--- config.mk ---
export PLATFORM = sky130hd
export DESIGN_NAME = image_load_ctrl
export DESIGN_NICKNAME = d
export VERILOG_FILES = /design/src/rtl/image_load_ctrl.sv
export SDC_FILE = /design/constraint.sdc
export NUM_CORES = 1
export LEC_CHECK = 0
export BUFFER_PORTS_ARGS = -buffer_cell sky130_fd_sc_hd__buf_2
export CORE_MARGIN = 8
export CORE_UTILIZATION = 25
export CTS_CLUSTER_DIAMETER = 150
export DETAILED_ROUTE_END_ITERATION = 7
export PLACE_DENSITY_LB_ADDON = 0.12
export SLEW_MARGIN = 20
export SYNTH_ARGS = -nofsm -noshare
export SYNTH_HDL_FRONTEND = slang
export SYNTH_SLANG_ARGS = --single-unit
--- constraint.sdc ---
create_clock -name clk -period 2.7 [get_ports clk]
set_clock_uncertainty 0.15 [all_clocks]
set_input_delay 0.54 -clock clk [delete_from_list [all_inputs] [get_ports clk]]
set_output_delay 0.54 -clock clk [all_outputs]
set_load 0.005 [all_outputs]
--- src/rtl/image_load_ctrl.sv ---
// Streams one RGB888 image into a slot of shared frame memory through a one-entry holding register.
// Optional idle-byte abort is built when LOAD_TIMEOUT_EN is defined.
module image_load_ctrl #(
   parameter int IMG_WIDTH       = 320,
   parameter int IMG_HEIGHT      = 240,
   parameter int BYTES_PER_PIXEL = 3,
   parameter int NUM_IMAGES      = 16,
   parameter int TIMEOUT_CYCLES  = 1000000
) (
   input  logic        clk,
   input  logic        rst,
   input  logic        start,
   input  logic [3:0]  load_index,
   input  logic [7:0]  byte_in,
   input  logic        byte_valid,
   output logic        byte_ready,
   output logic        mem_req,
   input  logic        mem_gnt,
   output logic [21:0] mem_addr,
   output logic [7:0]  mem_wdata,
   output logic        busy,
   output logic        done,
   output logic        error,
   output logic [17:0] byte_count
);

   localparam int BUFFER_SIZE = IMG_WIDTH * IMG_HEIGHT * BYTES_PER_PIXEL;

   typedef enum logic [1:0] {IDLE, LOAD, DONE} state_t;

   state_t      state_q, state_d;
   logic        hold_q, hold_d;
   logic [7:0]  wdata_q, wdata_d;
   logic [21:0] addr_q, addr_d;
   logic [21:0] base_q, base_d;
   logic [17:0] count_q, count_d;
   logic [17:0] acc_q, acc_d;
   logic        busy_q, busy_d;
   logic        done_q, done_d;
   logic        error_q, error_d;
   logic        write_done;
   logic        capture;

`ifdef LOAD_TIMEOUT_EN
   localparam int TO_W = $clog2(TIMEOUT_CYCLES + 1);
   logic [TO_W-1:0] to_q, to_d;
`endif

   assign byte_ready = (state_q == LOAD) && (!hold_q || mem_gnt) && (acc_q < 18'(BUFFER_SIZE));
   assign write_done = hold_q && mem_gnt;
   assign capture    = byte_valid && byte_ready;

   assign mem_req    = hold_q;
   assign mem_addr   = addr_q;
   assign mem_wdata  = wdata_q;
   assign busy       = busy_q;
   assign done       = done_q;
   assign error      = error_q;
   assign byte_count = count_q;

   always_comb begin
      state_d = state_q;
      hold_d  = hold_q;
      wdata_d = wdata_q;
      addr_d  = addr_q;
      base_d  = base_q;
      count_d = count_q;
      acc_d   = acc_q;
      busy_d  = busy_q;
      done_d  = 1'b0;
      error_d = error_q;
`ifdef LOAD_TIMEOUT_EN
      to_d    = to_q;
`endif
      case (state_q)
         IDLE: begin
            if (start) begin
               if (32'(load_index) < NUM_IMAGES) begin
                  state_d = LOAD;
                  busy_d  = 1'b1;
                  error_d = 1'b0;
                  count_d = '0;
                  acc_d   = '0;
                  base_d  = 22'(load_index) * 22'(BUFFER_SIZE);
`ifdef LOAD_TIMEOUT_EN
                  to_d    = '0;
`endif
               end else begin
                  error_d = 1'b1;
               end
            end
         end
         LOAD: begin
            if (write_done) begin
               hold_d  = 1'b0;
               count_d = count_q + 18'd1;
            end
            // A capture in the same cycle as a completion refills the register, keeping one byte per cycle.
            if (capture) begin
               hold_d  = 1'b1;
               wdata_d = byte_in;
               addr_d  = base_q + 22'(acc_q);
               acc_d   = acc_q + 18'd1;
            end
            if (write_done && (count_q == 18'(BUFFER_SIZE - 1))) begin
               state_d = DONE;
               busy_d  = 1'b0;
               done_d  = 1'b1;
            end
`ifdef LOAD_TIMEOUT_EN
            else if (capture) begin
               to_d = '0;
            end else if (to_q == TO_W'(TIMEOUT_CYCLES - 1)) begin
               state_d = IDLE;
               busy_d  = 1'b0;
               hold_d  = 1'b0;
               error_d = 1'b1;
            end else begin
               to_d = to_q + 1'b1;
            end
`endif
         end
         DONE: begin
            state_d = IDLE;
         end
         default: begin
            state_d = IDLE;
         end
      endcase
   end

   always_ff @(posedge clk) begin
      if (!rst) begin
         state_q <= IDLE;
         hold_q  <= 1'b0;
         wdata_q <= '0;
         addr_q  <= '0;
         base_q  <= '0;
         count_q <= '0;
         acc_q   <= '0;
         busy_q  <= 1'b0;
         done_q  <= 1'b0;
         error_q <= 1'b0;
`ifdef LOAD_TIMEOUT_EN
         to_q    <= '0;
`endif
      end else begin
         state_q <= state_d;
         hold_q  <= hold_d;
         wdata_q <= wdata_d;
         addr_q  <= addr_d;
         base_q  <= base_d;
         count_q <= count_d;
         acc_q   <= acc_d;
         busy_q  <= busy_d;
         done_q  <= done_d;
         error_q <= error_d;
`ifdef LOAD_TIMEOUT_EN
         to_q    <= to_d;
`endif
      end
   end

endmodule

==> parameters.txt <==
Parameter                              Value

Die
  Io pins    70
  Initial cell density of the core    25.35%
  Floorplan die width    142.2 um
  Standard-cell row count    46
  Core outline area    15,710 sq um
  Die height    142.2 um
  Area of the die    20,230 sq um

STA
  Timing-limited maximum frequency    401.2 MHz
  Total setup violations reported at the end of the flow    0
  Measured slew at the worst slew-check pin    0.8241 ns
  Worst-case headroom to the max-slew limit    44.86%
  Final hold vios    0
  Final min period    2.492 ns
  Final Max Tran Viols    0
  Setup repair after global routing missed its margin    no
  Final worst-path cycle share    92.31%

Clock network
  Post_cts resized    0
  Clock-pin slew of the registers on the worst-case setup and hold paths    0.06 ns
  Skew-Pair Late Insertion Delay    0.34 ns
  Clock tree from TritonCTS    built
  CTS root buffer    sky130_fd_sc_hd__clkbuf_16
  Clock sinks    81
  CTS max path bufs    2
  Post-CTS setup buffer count    0
  CTS hold repair buffers    0
  TritonCTS Buffers    9
  Count of H-tree levels built during CTS    3

Synth
  Number of flops mapped to enable cells by yosys    0
  Gate count of the mapped netlist    466
  Post-synthesis net count    507
  Share of Yosys cell area claimed by the top area cell type    40.70%
  Number of synthesized register bits    81
  Top cells by area, synth    sky130_fd_sc_hd__dfxtp_1 (41%), sky130_fd_sc_hd__nand2_1 (8.6%), sky130_fd_sc_hd__a21oi_1 (6.9%)
  Seq/Total Area, Yosys    40.70%
  Synth Cell Area    3984 sq um
  Avg Cell Area, Syn    8.549 sq um
  Commonest register cell after synthesis    sky130_fd_sc_hd__dfxtp_1
  Asr flop ratio synth    0%
  Leading cell types by count after synthesis    sky130_fd_sc_hd__nand2_1 (91), sky130_fd_sc_hd__dfxtp_1 (81), sky130_fd_sc_hd__a21oi_1 (55), sky130_fd_sc_hd__nor2_1 (30), sky130_fd_sc_hd__ha_1 (20)
  Most common cell in the netlist    sky130_fd_sc_hd__nand2_1
  Distinct cell type count after synthesis    59
  Cell taking the most area after synthesis    sky130_fd_sc_hd__dfxtp_1
  Yosys warns    0

Cells and area
  Signed area change from the synthesized netlist to the final layout    23.84%
  Antenna fix cells    0
  Post-layout utilization of the core    31.40%
  Final design instance area without fill    4933 sq um
  Final #Nets    578
  Proportion of layout cells with a drive suffix above 1    20.11%

Hold path
  Number of cells on the worst hold path    3
  Hold Crit Endpoint    mem_wdata[6]
  Classification of the worst-slack hold path    in -> reg
  Launch instance of the worst min-delay path    byte_in[6]

Route
  Wire length per cell after detailed routing    14.24 um
  Pre-antenna DRT Iters    4
  Number of remaining DRC errors    0
  Routed metal-1 wirelength    5089 um
  Met3 wire length    428 um
  ANT nets after route    0
  Met2 layer wire length in the routed design    5135 um
  Total wirelength of the detailed-routed design    10,800 um
  Vias    3,447
  Number of violations reported at the end of detailed-routing iteration 0    160
  Highest signal layer in the routed design    met4
  Number of vias per cell after detailed routing    4.547

Place
  Post-DP HPWL    7921 um
  Input/output buffers    68
  Area after detailed placement    4588 sq um
  Final Wtd Congestion    0.8220

Critical path
  Data required time of the critical path    2.82 ns
  Critical path arrival    2.61 ns
  Reg-to-reg critical path startpoint    acc_q[10]
  Setup crit start    load_index[1]
  Critical Path Slowest Stage Cell    sky130_fd_sc_hd__fa_1
  Cell-by-cell trace of the critical path    buf_2 -> fa_1 -> ha_1 -> fa_1 -> a21o_1 -> a21oi_1 -> xnor2_1 -> nand2_1 -> a21oi_1
  Slack of the worst reg-to-reg path    0.34 ns
  Sort of element at the end of the critical path    flop
  Cells on worst reg2reg path    7
  Worst-path maximum fanout    4
  Critical Setup Path Class    in -> reg
  Sort of element at the start of the critical path    input port
  End of the worst register-to-register path    mem_addr[18]
  CP peak stage delay    0.47 ns

Power
  Areal power density over the cells    601.3 nW/um^2
  Power, Total    2.966 mW
  Peak supply drop    0.2577 mV
  Standby leakage power    2.064 nW

Outcome
  Result of the run    finished, final reports clean

Global routing
  GRT Resource Usage Total    11.14%
  Maximum number of pins on one net before global-route repair    46
  Grt total ovfl    0
  Wire length of the first global-routing pass    17,860 um
  Antenna violations before repair    0
  Vias in the first global route    3,455

Job
  Count of maximum capacitance violations    0
flip-flops by register name (all words and copies together) (netlist names):
name / cells
mem_addr: 22
byte_count: 18
acc_q: 18
done: 1
busy: 1
mem_req: 1
base_q: 10
state_q: 2
mem_wdata: 8
per-stage QoR:
stage / hold WS [ns] / instances / setup TNS [ns] / setup slack, ns
after detailed placement: 0.2934 / 742 / -0.1513 / -0.1513
after global routing: 0.2737 / 758 / 0 / 0.08321
after global placement: 0.2895 / 742 / -0.1401 / -0.1401
final: 0.2871 / 758 / 0 / 0.2076
after CTS: 0.2714 / 758 / 0 / 0.2024
after floorplan: 0.2906 / 466 / 0 / 0.05374
where the power goes:
group	internal, mW	total [mW]	switching, mW
clock network	0.928	1.43	0.500
registers	1.23	1.26	0.0299
logic	0.112	0.278	0.166
cells by family after synthesis:
| kind of cell | share of synthesized area [%] |
|---|---|
| AO/OA/AOI/OAI | 16.11 |
| XOR/XNOR | 5.936 |
| adder cells (fa/ha/maj) | 8.292 |
| buffers and inverters | 3.549 |
| flip-flops | 40.70 |
| multiplexers | 0.7852 |
| other | 0.09413 |
| AND/OR/NAND/NOR | 24.53 |
cell usage in the layout, fill, tap and decap left out, types with 4 or more instances in the layout:
cell type                   netlist  routed
sky130_fd_sc_hd__a21oi_1         55      55
sky130_fd_sc_hd__and2_1           4       4
sky130_fd_sc_hd__a21o_1           4       4
sky130_fd_sc_hd__xnor2_1         12      12
sky130_fd_sc_hd__nand3_1         11      11
sky130_fd_sc_hd__nand2_1         91      91
sky130_fd_sc_hd__nor3_1           4       4
sky130_fd_sc_hd__nand4_1         12      12
sky130_fd_sc_hd__fa_1             4       4
sky130_fd_sc_hd__inv_1            7       7
sky130_fd_sc_hd__nor2_1          30      30
sky130_fd_sc_hd__xor2_1          15      15
sky130_fd_sc_hd__buf_4            3      14
sky130_fd_sc_hd__dfxtp_1         81      81
sky130_fd_sc_hd__clkbuf_16        0       9
sky130_fd_sc_hd__ha_1            20      20
sky130_fd_sc_hd__or3_1           11      11
sky130_fd_sc_hd__o21ai_0         14      14
sky130_fd_sc_hd__a211oi_1         8       8
sky130_fd_sc_hd__and3_1           7       7
sky130_fd_sc_hd__buf_2            8      68
sky130_fd_sc_hd__and4_1           5       5
area by class of cell:
cell class / count / area [sq um]
Fill cell: 1702 / 10780
Tap cell: 216 / 270.3
Inverter: 8 / 30.03
Timing Repair Buffer: 82 / 445.4
Multi-Input combinational cell: 355 / 2221
Clock buffer: 11 / 242.7
Clock inverter: 5 / 102.6
Sequential cell: 81 / 1622
per-layer routing:
metal	vias to the layer above	track usage [%]
li1	1771	-
met1	1618	13.49
met2	46	18.50
met3	12	3.120
met4	0	3.901
met5	-	0
worst max-delay path: cells and delay by family:
family / cells / cell delay, ns
adder cells (fa/ha/maj): 3 / 1.27
XOR/XNOR: 1 / 0.14
AND/OR/NAND/NOR: 1 / 0.07
AO/OA/AOI/OAI: 3 / 0.47
buffers and inverters: 1 / 0.13
how the worst max path moves through the flow:
stage                             to  slack, ns
final                     base_q[21]       0.21
after global routing      base_q[21]       0.08
after CTS                 base_q[21]       0.20
after detailed placement  base_q[21]      -0.15
after global placement    base_q[21]      -0.14
after floorplan           base_q[21]       0.05
Power figures use the tool's default switching activity.
